$ cat src/rtl/vga_frame_pkg.sv
// Shared constants and types for the framed-rectangle VGA generator.
package vga_frame_pkg;

    localparam int unsigned DEF_H_TOTAL      = 1586;
    localparam int unsigned DEF_H_SYNC       = 190;
    localparam int unsigned DEF_H_ACT_START  = 285;
    localparam int unsigned DEF_H_ACT_END    = 1555;
    localparam int unsigned DEF_V_TOTAL      = 526;
    localparam int unsigned DEF_V_SYNC       = 2;
    localparam int unsigned DEF_V_ACT_START  = 35;
    localparam int unsigned DEF_V_ACT_END    = 515;
    localparam int unsigned DEF_COLOR_W      = 4;
    localparam int unsigned DEF_DEBOUNCE_CYC = 500000;

    localparam int unsigned NUM_KEYS = 4;
    localparam int unsigned KEY_INC  = 0;
    localparam int unsigned KEY_DEC  = 1;
    localparam int unsigned KEY_DEF  = 2;
    localparam int unsigned KEY_INV  = 3;

    typedef struct packed {
        logic [DEF_COLOR_W-1:0] r;
        logic [DEF_COLOR_W-1:0] g;
        logic [DEF_COLOR_W-1:0] b;
    } rgb_t;

    function automatic int unsigned rgb_w(input int unsigned color_w);
        return 3 * color_w;
    endfunction

endpackage

$ cat src/rtl/key_pulse.sv
// Push-button conditioner: 2-flop synchroniser, level debounce and a
// one-cycle pulse on an accepted press (active-low key going low).
module key_pulse #(
    parameter int unsigned DEBOUNCE_CYC = 500000
) (
    input  logic CLOCK_50,
    input  logic RESET,
    input  logic key_n,
    output logic press
);

    localparam int unsigned CNT_W = (DEBOUNCE_CYC > 1) ? $clog2(DEBOUNCE_CYC) : 1;

    logic [1:0]       sync;
    logic             level;
    logic [CNT_W-1:0] cnt;
    logic             settle;

    assign settle = (cnt == CNT_W'(DEBOUNCE_CYC - 1));

    // cnt tracks how long the sampled level has differed from the accepted one
    always_ff @(posedge CLOCK_50) begin
        if (RESET) begin
            sync  <= 2'b11;
            level <= 1'b1;
            cnt   <= '0;
            press <= 1'b0;
        end else begin
            sync  <= {sync[0], key_n};
            press <= 1'b0;
            if (sync[1] == level) begin
                cnt <= '0;
            end else if (settle) begin
                level <= sync[1];
                cnt   <= '0;
                press <= level;
            end else begin
                cnt <= cnt + CNT_W'(1);
            end
        end
    end

endmodule

$ cat src/rtl/vga_frame_box.sv
// VGA raster generator drawing a framed rectangle whose border thickness and
// colour inversion are button-controlled and only change on frame boundaries.
module vga_frame_box
    import vga_frame_pkg::*;
#(
    parameter int unsigned H_TOTAL      = DEF_H_TOTAL,
    parameter int unsigned H_SYNC       = DEF_H_SYNC,
    parameter int unsigned H_ACT_START  = DEF_H_ACT_START,
    parameter int unsigned H_ACT_END    = DEF_H_ACT_END,
    parameter int unsigned V_TOTAL      = DEF_V_TOTAL,
    parameter int unsigned V_SYNC       = DEF_V_SYNC,
    parameter int unsigned V_ACT_START  = DEF_V_ACT_START,
    parameter int unsigned V_ACT_END    = DEF_V_ACT_END,
    parameter int unsigned COLOR_W      = DEF_COLOR_W,
    parameter int unsigned H_SCALE      = 2,
    parameter int unsigned C_DEFAULT    = 10,
    parameter int unsigned C_STEP       = 10,
    parameter int unsigned C_MAX        = 200,
    parameter logic [3*COLOR_W-1:0] BORDER_RGB = 12'hCCC,
    parameter logic [3*COLOR_W-1:0] FILL_RGB   = 12'h000,
    parameter int unsigned DEBOUNCE_CYC = DEF_DEBOUNCE_CYC
) (
    input  logic               CLOCK_50,
    input  logic               RESET,
    input  logic [3:0]         KEY,
    output logic [COLOR_W-1:0] VGA_R,
    output logic [COLOR_W-1:0] VGA_G,
    output logic [COLOR_W-1:0] VGA_B,
    output logic               VGA_HS,
    output logic               VGA_VS,
    output logic               FRAME_START
);

    localparam int unsigned CX_W  = $clog2(H_TOTAL);
    localparam int unsigned CY_W  = $clog2(V_TOTAL);
    localparam int unsigned AW    = $clog2(H_TOTAL) + 2;
    localparam int unsigned C_W   = $clog2(C_MAX + 1);
    localparam int unsigned RGB_W = rgb_w(COLOR_W);

    logic [CX_W-1:0]     cx;
    logic [CY_W-1:0]     cy;
    logic                line_end;
    logic                frame_end;
    logic [NUM_KEYS-1:0] press;
    logic [C_W-1:0]      c_pend;
    logic [C_W-1:0]      c_act;
    logic [C_W-1:0]      c_nxt;
    logic                inv_pend;
    logic                inv_act;
    logic                inv_nxt;
    logic [AW-1:0]       inc_sum;
    logic [AW-1:0]       cxw, cyw, h_mar, v_mar, x_lo, x_hi, y_lo, y_hi;
    logic                act;
    logic                inner;
    logic [RGB_W-1:0]    pix;

    for (genvar k = 0; k < NUM_KEYS; k++) begin : g_key
        key_pulse #(.DEBOUNCE_CYC(DEBOUNCE_CYC)) u_key (
            .CLOCK_50 (CLOCK_50),
            .RESET    (RESET),
            .key_n    (KEY[k]),
            .press    (press[k])
        );
    end

    assign line_end  = (cx == CX_W'(H_TOTAL - 1));
    assign frame_end = line_end && (cy == CY_W'(V_TOTAL - 1));

    always_ff @(posedge CLOCK_50) begin
        if (RESET) begin
            cx <= '0;
            cy <= '0;
        end else if (line_end) begin
            cx <= '0;
            cy <= frame_end ? '0 : cy + CY_W'(1);
        end else begin
            cx <= cx + CX_W'(1);
        end
    end

    assign inc_sum = AW'(c_pend) + AW'(C_STEP);

    // Next pending thickness: default wins, opposing presses cancel
    always_comb begin
        c_nxt = c_pend;
        if (press[KEY_DEF]) begin
            c_nxt = C_W'(C_DEFAULT);
        end else if (press[KEY_INC] && press[KEY_DEC]) begin
            c_nxt = c_pend;
        end else if (press[KEY_INC]) begin
            c_nxt = (inc_sum > AW'(C_MAX)) ? C_W'(C_MAX) : C_W'(inc_sum);
        end else if (press[KEY_DEC]) begin
            c_nxt = (AW'(c_pend) >= AW'(C_STEP)) ? C_W'(AW'(c_pend) - AW'(C_STEP)) : '0;
        end
        inv_nxt = inv_pend ^ press[KEY_INV];
    end

    // Commit uses the forwarded next values so a press in the last cycle counts
    always_ff @(posedge CLOCK_50) begin
        if (RESET) begin
            c_pend   <= C_W'(C_DEFAULT);
            c_act    <= C_W'(C_DEFAULT);
            inv_pend <= 1'b0;
            inv_act  <= 1'b0;
        end else begin
            c_pend   <= c_nxt;
            inv_pend <= inv_nxt;
            if (frame_end) begin
                c_act   <= c_nxt;
                inv_act <= inv_nxt;
            end
        end
    end

    assign cxw   = AW'(cx);
    assign cyw   = AW'(cy);
    assign h_mar = AW'(H_SCALE) * AW'(c_act);
    assign v_mar = AW'(c_act);
    assign x_lo  = AW'(H_ACT_START) + h_mar;
    assign x_hi  = (h_mar < AW'(H_ACT_END)) ? AW'(H_ACT_END) - h_mar : '0;
    assign y_lo  = AW'(V_ACT_START) + v_mar;
    assign y_hi  = (v_mar < AW'(V_ACT_END)) ? AW'(V_ACT_END) - v_mar : '0;

    assign act   = (cxw >= AW'(H_ACT_START)) && (cxw < AW'(H_ACT_END)) &&
                   (cyw >= AW'(V_ACT_START)) && (cyw < AW'(V_ACT_END));
    assign inner = (cxw >= x_lo) && (cxw < x_hi) && (cyw >= y_lo) && (cyw < y_hi);

    always_comb begin
        pix = '0;
        if (act) begin
            pix = (inner ? FILL_RGB : BORDER_RGB) ^ {RGB_W{inv_act}};
        end
    end

    always_ff @(posedge CLOCK_50) begin
        if (RESET) begin
            VGA_R       <= '0;
            VGA_G       <= '0;
            VGA_B       <= '0;
            VGA_HS      <= 1'b0;
            VGA_VS      <= 1'b0;
            FRAME_START <= 1'b0;
        end else begin
            VGA_R       <= pix[RGB_W-1 -: COLOR_W];
            VGA_G       <= pix[2*COLOR_W-1 -: COLOR_W];
            VGA_B       <= pix[COLOR_W-1:0];
            VGA_HS      <= (cx >= CX_W'(H_SYNC));
            VGA_VS      <= (cy >= CY_W'(V_SYNC));
            FRAME_START <= (cx == '0) && (cy == '0);
        end
    end

endmodule

$ cat config.mk
export PLATFORM = sky130hd
export DESIGN_NAME = vga_frame_box
export DESIGN_NICKNAME = d
export VERILOG_FILES = /design/src/rtl/vga_frame_pkg.sv /design/src/rtl/key_pulse.sv /design/src/rtl/vga_frame_box.sv
export SDC_FILE = /design/constraint.sdc
export NUM_CORES = 1
export LEC_CHECK = 0
export BUFFER_PORTS_ARGS = -buffer_cell sky130_fd_sc_hd__buf_2
export CAP_MARGIN = 20
export CORE_MARGIN = 8
export CORE_UTILIZATION = 59
export CTS_BUF_LIST = sky130_fd_sc_hd__clkbuf_8 sky130_fd_sc_hd__clkbuf_16
export CTS_CLUSTER_DIAMETER = 150
export DETAILED_ROUTE_END_ITERATION = 7
export MAX_ROUTING_LAYER = met4
export PLACE_DENSITY = 0.76
export SKIP_LAST_GASP = 1
export SYNTH_ARGS = -nofsm -noshare
export SYNTH_HDL_FRONTEND = slang
export SYNTH_HIERARCHICAL = 1
export SYNTH_SLANG_ARGS = --single-unit
$ cat constraint.sdc
create_clock -name CLOCK_50 -period 3.15 [get_ports CLOCK_50]
set_input_delay 0 -clock CLOCK_50 [delete_from_list [all_inputs] [get_ports CLOCK_50]]
set_output_delay 0 -clock CLOCK_50 [all_outputs]
set_load 0.005 [all_outputs]
==> results of run 1 <==
[per-layer routing]
metal  global-route usage [%]  up-vias
met5                        -        -
li1                         -     3115
met4                     8.67        0
met1                     22.8     2949
met2                     33.4      148
met3                     5.06       31
[registers in the layout, indices dropped and copies added, names as in the netlist]
| signal | count |
|---|---|
| FRAME_START | 1 |
| VGA_HS | 1 |
| VGA_R | 2 |
| VGA_VS | 1 |
| c_act | 8 |
| c_pend | 8 |
| cx | 11 |
| cy | 10 |
| g_key.u_key/cnt | 76 |
| g_key.u_key/level | 4 |
| g_key.u_key/press | 4 |
| g_key.u_key/sync | 8 |
| inv_act | 1 |
| inv_pend | 1 |
[through the flow]
stage | setup WS (ps) | area, sq um | total power, W
2_1_floorplan | 361 | 7640 | 0.00182
4_1_cts | 257 | 8500 | 0.00396
3_5_place_dp | 273 | 7830 | 0.00185
6_report | 240 | 8500 | 0.00393
3_3_place_gp | 336 | 7830 | 0.00185
5_1_grt | 36.8 | 8500 | 0.00406
[Yosys cell counts (20+ instances only)]
| cell type | number |
|---|---|
| sky130_fd_sc_hd__xor2_1 | 42 |
| sky130_fd_sc_hd__dfxtp_1 | 136 |
| sky130_fd_sc_hd__nor3_1 | 29 |
| sky130_fd_sc_hd__a21oi_1 | 31 |
| sky130_fd_sc_hd__o21ai_0 | 20 |
| sky130_fd_sc_hd__ha_1 | 60 |
| sky130_fd_sc_hd__nand4_1 | 30 |
| sky130_fd_sc_hd__inv_1 | 33 |
| sky130_fd_sc_hd__nand3_1 | 32 |
| sky130_fd_sc_hd__nand2_1 | 53 |
| sky130_fd_sc_hd__xnor2_1 | 63 |
| sky130_fd_sc_hd__nor2_1 | 134 |
[worst max path at each step]
stage / startpoint / end / slack, ps
2_1_floorplan: c_act[3]$_SDFFE_PP1P_ / VGA_R[2]$_SDFF_PP0_ / 360
3_3_place_gp: c_act[3]$_SDFFE_PP1P_ / VGA_R[2]$_SDFF_PP0_ / 340
3_5_place_dp: c_act[3]$_SDFFE_PP1P_ / VGA_R[2]$_SDFF_PP0_ / 270
4_1_cts: c_act[3]$_SDFFE_PP1P_ / VGA_R[2]$_SDFF_PP0_ / 260
5_1_grt: c_act[3]$_SDFFE_PP1P_ / VGA_R[2]$_SDFF_PP0_ / 40
6_report: c_act[3]$_SDFFE_PP1P_ / VGA_R[2]$_SDFF_PP0_ / 240
[layout by cell type (no fill, tap or decap), drive strengths merged, types with 6 or more instances in the layout]
master	netlist	final
nand2	53	53
clkbuf	12	18
nand3	36	36
buf	23	27
o21ai	25	25
or3	6	6
nand4	38	38
o22a	6	6
and4	6	6
nor4	19	19
xnor2	63	63
or2	16	16
inv	33	37
and3	11	11
nor2	134	134
a21oi	31	31
dfxtp	136	136
or4	11	11
xor2	42	42
ha	60	60
nor3	29	29
[power groups by stage]
stage / Combinational [W] / Sequential [W] / Clock, W
finish: 0.0000695 / 0.00174 / 0.00212
global route: 0.0000796 / 0.00174 / 0.00224
CTS: 0.0000701 / 0.00174 / 0.00215
detailed placement: 0.0000655 / 0.00178 / 0
global placement: 0.0000650 / 0.00178 / 0
floorplan: 0.0000463 / 0.00178 / 0
[layout make-up]
| type | count | area, sq um |
|---|---|---|
| Clock buffer | 18 | 439 |
| Clock inverter | 14 | 198 |
| Fill cell | 1020 | 4120 |
| Inverter | 33 | 124 |
| Multi-Input combinational cell | 671 | 4610 |
| Sequential cell | 136 | 2720 |
| Tap cell | 172 | 215 |
| Timing Repair Buffer | 31 | 193 |
[kinds of logic (layout without fill, tap and decap cells)]
logic type | Yosys count | after routing
flops | 136 | 136
xor+xnor | 105 | 105
buf+inv | 68 | 96
mux | 5 | 5
fa+ha+maj | 60 | 60
simple gates | 391 | 391
compound gates | 110 | 110
[repair_timing]
action	in CTS	in global routing
gates resized for setup	0	0
hold buffers	4	0
hold endpoints to repair	4	0
==> metrics.log, run 1 <==
[metrics] buffers inserted during post-CTS setup optimization: 0
[metrics] number of top-level pins: 21
[metrics] combinational family with the most area after synthesis: simple AND/OR/NAND/NOR gates
[metrics] area of the placeable core: 12600 sq um
[metrics] number of design-rule violations left by the first detailed-router iteration: 320
[metrics] Reg power frac: 44.3%
[metrics] shortest clock period the worst path allows after layout: 2910 ps
[metrics] Max Root-Sink Buffers: 2
[metrics] synthesized area: 7640 sq um
[metrics] Worst Path Max Fanout: 9
[metrics] ratio of cells with drive above 1 in the final layout: 12.2%
[metrics] Net Sw Frac: 20.9%
[metrics] ratio of final minimum period to clock period: 92.4%
[metrics] xor and xnor fraction of the mapped netlist area: 12.0%
[metrics] Detailed Routing Iterations Pass 1: 4
[metrics] Post-Syn Nets: 941
[metrics] Syn Inst Count: 875
[metrics] post-synthesis register bit count: 136
[metrics] Total Routed Length: 15.8 mm
[metrics] number of hold-slack violations in the final timing report: 0
[metrics] distinct cell type count after synthesis: 70
[metrics] reported max-cap violation count: 0
[metrics] Psw: 0.000823 W
[metrics] critical path's largest stage delay: 530 ps
[metrics] overflow left after global routing: 0
[metrics] total placed cells including tap cells: 1039
[metrics] power per unit of standard cell area: 463 nW/um^2
[metrics] Die Footprint: 16800 sq um
[metrics] metal1 wirelength: 7.00 mm
[metrics] average footprint of a synthesized cell: 8.73 sq um
[metrics] post-route non-filler standard cell count: 1075
[metrics] largest net degree at the start of global routing: 32
[metrics] total clock buffers created by CTS: 17
[metrics] cell internal power dissipation: 0.00311 W
[metrics] source-to-sink clock delay at the later pin of the worst-skew pair: 420 ps
[metrics] number of logic stages on the critical path including buffering: 10
[metrics] fin nets: 956
[metrics] buffering stage count on the worst path with inverters included: 1
[metrics] cell at the root of the clock tree: sky130_fd_sc_hd__clkbuf_16
[metrics] Cells on Worst Hold Path: 2
[metrics] fraction of synthesis flops using an asynchronous set or reset pin: 0%
[metrics] setup slack of the most critical reg-to-reg path: 240 ps
[metrics] Slowest cell on crit path: sky130_fd_sc_hd__dfxtp_1
[metrics] kind of end point of the critical path: register
[metrics] share of the yosys chip area belonging to registers: 35.6%
[metrics] hold_sp: RESET
[metrics] largest cells by area after synthesis: sky130_fd_sc_hd__dfxtp_1 36%, sky130_fd_sc_hd__ha_1 9.8%, sky130_fd_sc_hd__xnor2_1 7.2%
[metrics] hold worst-path end: VGA_HS$_SDFF_PP0_
[metrics] number of sinks on the clock net: 136
[metrics] post-synthesis adder-cell area fraction: 9.82%
[metrics] simple-gate area share of the yosys netlist: 28.2%
[metrics] ANT cells: 0
[metrics] post-layout util: 67.4%
[metrics] clock network fraction of total power: 53.9%
[metrics] Peak supply drop: 0.000429 V
[metrics] vias per std cell: 5.81
[metrics] initial core utilization: 60.5%
[metrics] most used flip-flop cell after synthesis: sky130_fd_sc_hd__dfxtp_1
[metrics] arrival time of the worst setup path: 3220 ps
[metrics] final estimated routing congestion in global placement: 0.881
[metrics] upper clock frequency limit: 344 MHz
[metrics] met3 wirelength from detailed routing: 746 um
[metrics] area overhead of the layout relative to synthesis: 11.3%
[metrics] TritonCTS clock tree: done
[metrics] smallest hold slack: 101 ps
[metrics] CTS H-tree depth: 4
[metrics] Most Frequent Cell on Critical Path: sky130_fd_sc_hd__ha_1
[metrics] Core Rows: 41
[metrics] combinational cell fraction of total power: 1.8%
[metrics] GRT Resource Usage Total: 20.2%
[metrics] DP HPWL: 11.1 mm
[metrics] RSZ-0062 raised after global routing: false
[metrics] post-synth top area share: 35.6%
[metrics] post-synth top area cell: sky130_fd_sc_hd__dfxtp_1
[metrics] Crit path max-delay family: compound AO/OA/AOI/OAI gates
[metrics] final clock skew: 10.1 ps
[metrics] depth of the worst register-to-register path: 10
[metrics] Worst-path clk slew: 60 ps
[metrics] complex-gate fraction of the synthesized area: 9.64%
[metrics] Critical Setup Path Class: reg2reg
[metrics] average wire length per cell after detail routing: 14.7 um
[metrics] CP Data Required Time: 3460 ps
[metrics] Antenna Nets Post-Route: 0
[metrics] critical path, cell by cell: inv_1 > ha_1 > nand2_1 > xnor2_1 > ha_1 > a22o_1 > o41ai_1 > o2111ai_1 > a311oi_1 > mux2_2
[metrics] Top Metal Used: met4
[metrics] vertical die dimension: 130 um
[metrics] result of the run: finished clean
[metrics] wire length of the first global-routing pass: 27.0 mm
[metrics] horizontal die dimension: 130 um
[metrics] end of the worst register-to-register path: VGA_R[2]$_SDFF_PP0_
[metrics] number of global-route vias before repair: 5868
[metrics] Yosys warning count: 6
[metrics] worst hold path type: in2reg
[metrics] post-route DRC violation count: 0
[metrics] normalized max-slew margin: 48.0%
[metrics] startpoint type of the worst setup path: register
[metrics] detailed-routed wire length on met2: 7.66 mm
[metrics] transition time at the pin with the least slew margin: 780 ps
[metrics] number of antenna violations at the first check in global routing: 0
[metrics] leakage component of the power: 3.21 nW
[metrics] final-layout setup total negative slack: 0 ps
[metrics] count of port buffers added during placement: 20
[metrics] share of cell area taken by muxes after synthesis: 0.671%
[metrics] number of flops mapped to enable cells by yosys: 0
[metrics] setup-violating endpoint count in the final report: 0
[metrics] Max Transition Viols Final: 0
[metrics] RR Startpoint: c_act[3]$_SDFFE_PP1P_
[metrics] count of vias placed by the detailed router: 6243
Power figures use the tool's default switching activity.
==> inputs of run 2 (changes only) <==
==> constraint.sdc (replaced) <==
create_clock -name CLOCK_50 -period 3.15 [get_ports CLOCK_50]
set_input_delay 0.4725 -clock CLOCK_50 [delete_from_list [all_inputs] [get_ports CLOCK_50]]
set_output_delay 0.4725 -clock CLOCK_50 [all_outputs]
set_load 0.005 [all_outputs]
==> run 2 against run 1 <==
Largest power group unchanged. Via count is 0.27% lower. Utilization is 0.32 points lower. Clock skew hardly changed. Non-clock buffer count is 4 lower. Cell area is 0.47% lower. First-iteration DRC count is 3.1% higher. Largest cell class unchanged. Global-route usage stayed put. Hold slack better by 130 ps. Register-to-register slack hardly changed. Final cell count is 0.37% lower. Flip-flop and latch count stayed put.
==> metrics.log, run 2 (same netlist as run 1, synthesis figures left out) <==
[metrics] TritonCTS clock tree: done
[metrics] normalized max-slew margin: 48.9% (+0.88 points)
[metrics] ratio of final minimum period to clock period: 92.5% (about the same)
[metrics] buffers inserted during post-CTS setup optimization: 0 (unchanged)
[metrics] kind of end point of the critical path: register
[metrics] hold worst-path end: g_key[0].u_key/sync[0]$_SDFF_PP1_
[metrics] end of the worst register-to-register path: VGA_R[2]$_SDFF_PP0_
[metrics] most common cell after layout, fill and taps aside: sky130_fd_sc_hd__dfxtp_1
[metrics] CTS H-tree depth: 4 (unchanged)
[metrics] Antenna Nets Post-Route: 0 (unchanged)
[metrics] worst hold path type: in2reg
[metrics] area overhead of the layout relative to synthesis: 10.7%
[metrics] average wire length per cell after detail routing: 14.8 um (+0.72%)
[metrics] depth of the worst register-to-register path: 10 (unchanged)
[metrics] vias per std cell: 5.81 (+0.10%)
[metrics] DP HPWL: 11.1 mm (unchanged)
[metrics] number of top-level pins: 21 (unchanged)
[metrics] area occupied by multi-input gates: 4610 sq um (unchanged)
[metrics] Die Footprint: 16800 sq um (unchanged)
[metrics] most flop-heavy register: g_key.u_key/cnt
[metrics] number of buffers inserted by hold repair at cts: 0 (-4)
[metrics] worst setup timing slack at the placement stage: 273 ps (unchanged)
[metrics] source-to-sink clock delay at the later pin of the worst-skew pair: 420 ps (about the same)
[metrics] Detailed Routing Iterations Pass 1: 4 (unchanged)
[metrics] ANT cells: 0 (unchanged)
[metrics] Core Rows: 41 (unchanged)
[metrics] total clock buffers created by CTS: 17 (unchanged)
[metrics] FF+latch area: 2720 sq um (unchanged)
[metrics] max reg flops: 76 (unchanged)
[metrics] initial core utilization: 60.5% (unchanged)
[metrics] RR Startpoint: c_act[3]$_SDFFE_PP1P_
[metrics] number of fill cells: 1024 (+0.39%)
[metrics] ratio of cells with drive above 1 in the final layout: 12.2% (+0.054 points)
[metrics] setup slack of the most critical reg-to-reg path: 240 ps (about the same)
[metrics] vertical die dimension: 130 um (unchanged)
[metrics] overflow left after global routing: 0 (unchanged)
[metrics] horizontal die dimension: 130 um (unchanged)
[metrics] CP Data Required Time: 3460 ps (about the same)
[metrics] number of global-route vias before repair: 5863 (-0.085%)
[metrics] Critical Setup Path Class: reg2reg
[metrics] count of vias placed by the detailed router: 6226 (-0.27%)
[metrics] Max Transition Viols Final: 0 (unchanged)
[metrics] setup-violating endpoint count in the final report: 0 (unchanged)
[metrics] hold_sp: KEY[0]
[metrics] wire length of the first global-routing pass: 27.0 mm (about the same)
[metrics] number of design-rule violations left by the first detailed-router iteration: 330 (+3.1%)
[metrics] smallest hold slack: 235 ps (+133 ps)
[metrics] number of antenna violations at the first check in global routing: 0 (unchanged)
[metrics] standard cell area after detailed placement: 7830 sq um (unchanged)
[metrics] Peak supply drop: 0.000429 V (about the same)
[metrics] commonest cells after routing, fill and taps aside: 136 x sky130_fd_sc_hd__dfxtp_1, 134 x sky130_fd_sc_hd__nor2_1, 63 x sky130_fd_sc_hd__xnor2_1
[metrics] startpoint type of the worst setup path: register
[metrics] cell at the root of the clock tree: sky130_fd_sc_hd__clkbuf_16
[metrics] result of the run: finished clean
[metrics] largest net degree at the start of global routing: 32 (unchanged)
[metrics] Max Root-Sink Buffers: 2 (unchanged)
[metrics] RSZ-0062 raised after global routing: false
[metrics] minimum setup slack in the final design: 237 ps (-2.53 ps)
[metrics] Cells on Worst Hold Path: 2 (unchanged)
[metrics] GRT Resource Usage Total: 20.2% (unchanged)
[metrics] shortest clock period the worst path allows after layout: 2910 ps (+2.53 ps)
[metrics] leakage component of the power: 3.19 nW (-0.52%)
[metrics] power per unit of standard cell area: 465 nW/um^2 (+0.38%)
[metrics] reported max-cap violation count: 0 (unchanged)
[metrics] cts repair resizes: 0 (unchanged)
[metrics] Worst Path Max Fanout: 9 (unchanged)
[metrics] count of port buffers added during placement: 20 (unchanged)
[metrics] area of the placeable core: 12600 sq um (unchanged)
[metrics] Worst-path clk slew: 60 ps (about the same)
[metrics] transition time at the pin with the least slew margin: 767 ps (-13.2 ps)
[metrics] arrival time of the worst setup path: 3230 ps (about the same)
[metrics] upper clock frequency limit: 343 MHz (about the same)
[metrics] final clock skew: 10.4 ps (+0.331 ps)
[metrics] number of hold-slack violations in the final timing report: 0 (unchanged)
[metrics] final-layout setup total negative slack: 0 ps (unchanged)
[metrics] final estimated routing congestion in global placement: 0.881 (unchanged)
[metrics] number of sinks on the clock net: 136 (unchanged)
[metrics] Total Routed Length: 15.8 mm (+0.34%)
[metrics] Non-Filler Cell Area, Final: 8460 sq um (-0.47%)
[metrics] post-route DRC violation count: 0 (unchanged)
[metrics] fin nets: 952 (-0.42%)
[metrics] largest registers: g_key.u_key/cnt x76, cx x11, cy x10
## run 2: cell types whose count changed in the layout (fill, tap and decap cells not counted)
cell / previous run / this run
sky130_fd_sc_hd__dlygate4sd3_1: 4 / 0
## run 2: worst max-delay path by stage
stage / start / slack [ps] / to
floorplan: c_act[3]$_SDFFE_PP1P_ / 360 / VGA_R[2]$_SDFF_PP0_
global placement: c_act[3]$_SDFFE_PP1P_ / 340 / VGA_R[2]$_SDFF_PP0_
detailed placement: c_act[3]$_SDFFE_PP1P_ / 270 / VGA_R[2]$_SDFF_PP0_
CTS: c_act[3]$_SDFFE_PP1P_ / 260 / VGA_R[2]$_SDFF_PP0_
global route: c_act[3]$_SDFFE_PP1P_ / 40 / VGA_R[2]$_SDFF_PP0_
finish: c_act[3]$_SDFFE_PP1P_ / 240 / VGA_R[2]$_SDFF_PP0_
## run 2: per-stage QoR
| step | utilization [%] | power, W | cells |
|---|---|---|---|
| floorplan | - | 0.00182 | 875 |
| global placement | 62.0 | 0.00185 | 1039 |
| detailed placement | 62.0 | 0.00185 | 1039 |
| CTS | 67.1 | 0.00396 | 1071 |
| global route | 67.1 | 0.00406 | 1071 |
| finish | 67.1 | 0.00393 | 1071 |
## run 2: layout make-up
type / instances / share of cell area [%]
sequential: 136 / 32.2
multi-input combinational: 671 / 54.5
timing repair buffer: 27 / 1.80
clock buffer: 18 / 5.19
inverter: 33 / 1.46
tap: 172 / 2.54
clock inverter: 14 / 2.34
## run 2: power breakdown
part | internal (W) | switching (W)
Combinational | 0.0000243 | 0.0000417
Sequential | 0.00173 | 0.0000122
Clock | 0.00135 | 0.000769
Total | 0.00311 | 0.000823
## run 2: worst max-delay path: stages (launching register included)
cell and delay (ps):
sky130_fd_sc_hd__dfxtp_1 530, sky130_fd_sc_hd__inv_1 100, sky130_fd_sc_hd__ha_1 240, sky130_fd_sc_hd__nand2_1 90, sky130_fd_sc_hd__xnor2_1 120, sky130_fd_sc_hd__ha_1 260, sky130_fd_sc_hd__a22o_1 230, sky130_fd_sc_hd__o41ai_1 390
sky130_fd_sc_hd__o2111ai_1 170, sky130_fd_sc_hd__a311oi_1 330, sky130_fd_sc_hd__mux2_2 370
## run 2: metal layers
layer	GRT usage, %	routed length (um)	up-vias	part of all wire, %
met5	-	0	-	0
li1	-	-	3107	-
met2	33.4	7660	157	48
met1	22.8	7020	2932	44
met3	5.06	792	30	5.0
met4	8.67	356	0	2.2
==> inputs of run 3 (changes only) <==
MAX_ROUTING_LAYER = default   (was met4)
REMOVE_ABC_BUFFERS = 1   (was default)
==> run 3 against run 2 <==
Sequential power about the same. Non-clock buffer count is 4 lower. Largest cell class unchanged. Critical endpoint unchanged. Routed wire length rose by 0.42%. Largest power group unchanged.
==> metrics.log, run 3 (same netlist as run 1, synthesis figures left out) <==
[metrics] result of the run: finished clean
[metrics] shortest clock period the worst path allows after layout: 2900 ps (-16.3 ps)
[metrics] metal1 wirelength: 7.16 mm (+2.1%)
[metrics] setup-violating endpoint count in the final report: 0 (unchanged)
[metrics] clock network fraction of total power: 51.9% (-2.1 points)
[metrics] detailed-routed wire length on met2: 7.76 mm (+1.3%)
[metrics] vertical die dimension: 130 um (unchanged)
[metrics] DP HPWL: 11.1 mm (-0.33%)
[metrics] combinational cell fraction of total power: 1.8% (about the same)
[metrics] GRT Resource Usage Total: 19.6% (-0.60 points)
[metrics] Reg power frac: 46.3% (+1.9 points)
[metrics] leakage component of the power: 3.15 nW (-1.3%)
[metrics] Antenna Nets Post-Route: 0 (unchanged)
[metrics] count of port buffers added during placement: 20 (unchanged)
[metrics] Total Routed Length: 15.9 mm (+0.42%)
[metrics] area of the placeable core: 12600 sq um (unchanged)
[metrics] Non-Filler Cell Area, Final: 8390 sq um (-0.89%)
[metrics] overall power of the completed layout: 0.00377 W (-4.2%)
[metrics] Peak supply drop: 0.000322 V (-25%)
[metrics] number of hold-slack violations in the final timing report: 0 (unchanged)
[metrics] worst hold path type: in2reg
[metrics] Slowest cell on crit path: sky130_fd_sc_hd__dfxtp_2
[metrics] wire length of the first global-routing pass: 27.1 mm (+0.43%)
[metrics] Max Transition Viols Final: 0 (unchanged)
[metrics] number of design-rule violations left by the first detailed-router iteration: 453 (+37%)
[metrics] horizontal die dimension: 130 um (unchanged)
[metrics] count of vias placed by the detailed router: 6139 (-1.4%)
[metrics] startpoint type of the worst setup path: register
[metrics] cell internal power dissipation: 0.00298 W (-4.2%)
[metrics] smallest hold slack: 235 ps (+0.778 ps)
[metrics] cell at the root of the clock tree: sky130_fd_sc_hd__clkbuf_16
[metrics] overflow left after global routing: 0 (unchanged)
[metrics] Detailed Routing Iterations Pass 1: 5 (+1)
[metrics] max reg flops: 76 (unchanged)
[metrics] number of sinks on the clock net: 136 (unchanged)
[metrics] reported max-cap violation count: 0 (unchanged)
[metrics] CTS H-tree depth: 4 (unchanged)
[metrics] RSZ-0062 raised after global routing: false
[metrics] commonest cells after routing, fill and taps aside: 134 x sky130_fd_sc_hd__dfxtp_1, 134 x sky130_fd_sc_hd__nor2_1, 63 x sky130_fd_sc_hd__xnor2_1
[metrics] Top Metal Used: met4
[metrics] critical path's largest stage delay: 380 ps (-150 ps)
[metrics] number of buffers inserted by hold repair at cts: 0 (unchanged)
[metrics] Worst-path clk slew: 60 ps (about the same)
[metrics] standard cell area after detailed placement: 7790 sq um (-0.38%)
[metrics] initial core utilization: 60.5% (unchanged)
[metrics] total clock buffers created by CTS: 17 (unchanged)
[metrics] CP Data Required Time: 3450 ps (about the same)
[metrics] kind of end point of the critical path: register
[metrics] transition time at the pin with the least slew margin: 820 ps (+53.2 ps)
[metrics] source-to-sink clock delay at the later pin of the worst-skew pair: 420 ps (about the same)
[metrics] largest registers: g_key.u_key/cnt x76, cx x11, cy x10
[metrics] largest net degree at the start of global routing: 32 (unchanged)
[metrics] Die Footprint: 16800 sq um (unchanged)
[metrics] critical path, cell by cell: inv_1 > ha_1 > nand2_1 > xnor2_1 > ha_1 > a22o_1 > o41ai_1 > o2111ai_1 > a311oi_1 > mux2_2
[metrics] final-layout setup total negative slack: 0 ps (unchanged)
[metrics] Core Rows: 41 (unchanged)
[metrics] number of global-route vias before repair: 6004 (+2.4%)
[metrics] power per unit of standard cell area: 449 nW/um^2 (-3.3%)
[metrics] Net Sw Frac: 21.0% (+0.033 points)
[metrics] number of top-level pins: 21 (unchanged)
[metrics] TritonCTS clock tree: done
[metrics] ratio of cells with drive above 1 in the final layout: 12.0% (-0.27 points)
[metrics] ratio of final minimum period to clock period: 92.0% (-0.52 points)
[metrics] Most Frequent Cell on Critical Path: sky130_fd_sc_hd__ha_1
[metrics] Psw: 0.000790 W (-4.0%)
[metrics] average wire length per cell after detail routing: 14.9 um (+0.89%)
[metrics] final clock skew: 4.52 ps (-5.87 ps)
[metrics] Worst Path Max Fanout: 9 (unchanged)
[metrics] Critical Setup Path Class: reg2reg
[metrics] area overhead of the layout relative to synthesis: 9.76%
[metrics] met3 wirelength from detailed routing: 702 um (-11%)
[metrics] normalized max-slew margin: 45.3% (-3.5 points)
[metrics] number of antenna violations at the first check in global routing: 0 (unchanged)
[metrics] post-layout util: 66.5% (-0.59 points)
[metrics] most flop-heavy register: g_key.u_key/cnt
[metrics] Max Root-Sink Buffers: 2 (unchanged)
[metrics] final estimated routing congestion in global placement: 0.888 (+0.87%)
[metrics] ANT cells: 0 (unchanged)
[metrics] upper clock frequency limit: 345 MHz (+0.56%)
[metrics] post-route DRC violation count: 0 (unchanged)
[metrics] vias per std cell: 5.76 (-0.93%)
[metrics] arrival time of the worst setup path: 3200 ps (-30 ps)
[metrics] fin nets: 948 (-0.42%)
-- run 3: cell count changes in the layout (fill, tap and decap cells not counted) --
cell and change:
sky130_fd_sc_hd__clkbuf_8 +2, sky130_fd_sc_hd__buf_4 -4, sky130_fd_sc_hd__dfxtp_1 -2, sky130_fd_sc_hd__clkinv_2 +1
sky130_fd_sc_hd__bufinv_16 -2, sky130_fd_sc_hd__dfxtp_2 +2, sky130_fd_sc_hd__inv_6 -1, sky130_fd_sc_hd__inv_8 -1
-- run 3: final cells by class --
cell class / count / area, sq um
multi-input cells: 671 / 4610
fillers: 1043 / 4230
flip-flops and latches: 136 / 2730
clock buffers: 20 / 467
well taps: 172 / 215
inverters: 33 / 124
clock inverters: 11 / 123
repair buffers: 23 / 123
-- run 3: final timing paths --
kind / start / depth (start not counted) / to / slack, ps
min reg2reg: g_key[1].u_key/sync[0]$_SDFF_PP1_ / 1 / g_key[1].u_key/sync[1]$_SDFF_PP1_ / 410
max reg2reg: c_act[3]$_SDFFE_PP1P_ / 10 / VGA_R[2]$_SDFF_PP0_ / 250
max: c_act[3]$_SDFFE_PP1P_ / 10 / VGA_R[2]$_SDFF_PP0_ / 250
min: KEY[2] / 2 / g_key[2].u_key/sync[0]$_SDFF_PP1_ / 240
-- run 3: stage by stage --
stage | instances | setup WS, ps
global route | 1066 | 40.9
CTS | 1066 | 102
detailed placement | 1035 | 137
floorplan | 840 | 478
global placement | 1035 | 272
finish | 1066 | 253
-- run 3: power by group through the flow --
stage / logic, W / clock network, W / registers [W]
2_1_floorplan: 0.0000431 / 0 / 0.00178
4_1_cts: 0.0000668 / 0.00200 / 0.00174
5_1_grt: 0.0000755 / 0.00207 / 0.00175
6_report: 0.0000670 / 0.00196 / 0.00174
3_3_place_gp: 0.0000642 / 0 / 0.00178
3_5_place_dp: 0.0000664 / 0 / 0.00178
-- run 3: critical path: cells and delay by family (launching register included) --
family / cells / cell delay [ps]
AO/OA/AOI/OAI: 4 / 1040
XOR/XNOR: 1 / 140
AND/OR/NAND/NOR: 1 / 90
buffers and inverters: 1 / 210
flip-flops: 1 / 380
multiplexers: 1 / 360
adder cells (fa/ha/maj): 2 / 570
-- run 3: timing repair --
| action | CTS | global route |
|---|---|---|
| setup buffers | 0 | 0 |
| gates resized for setup | 0 | 2 |
| endpoints found under the setup margin | 0 | 1 |
-- run 3: metal layers --
layer	track usage, %	vias up
met4	7.24	0
met1	22.4	2907
li1	-	3084
met2	34.2	122
met5	0	-
met3	5.18	26
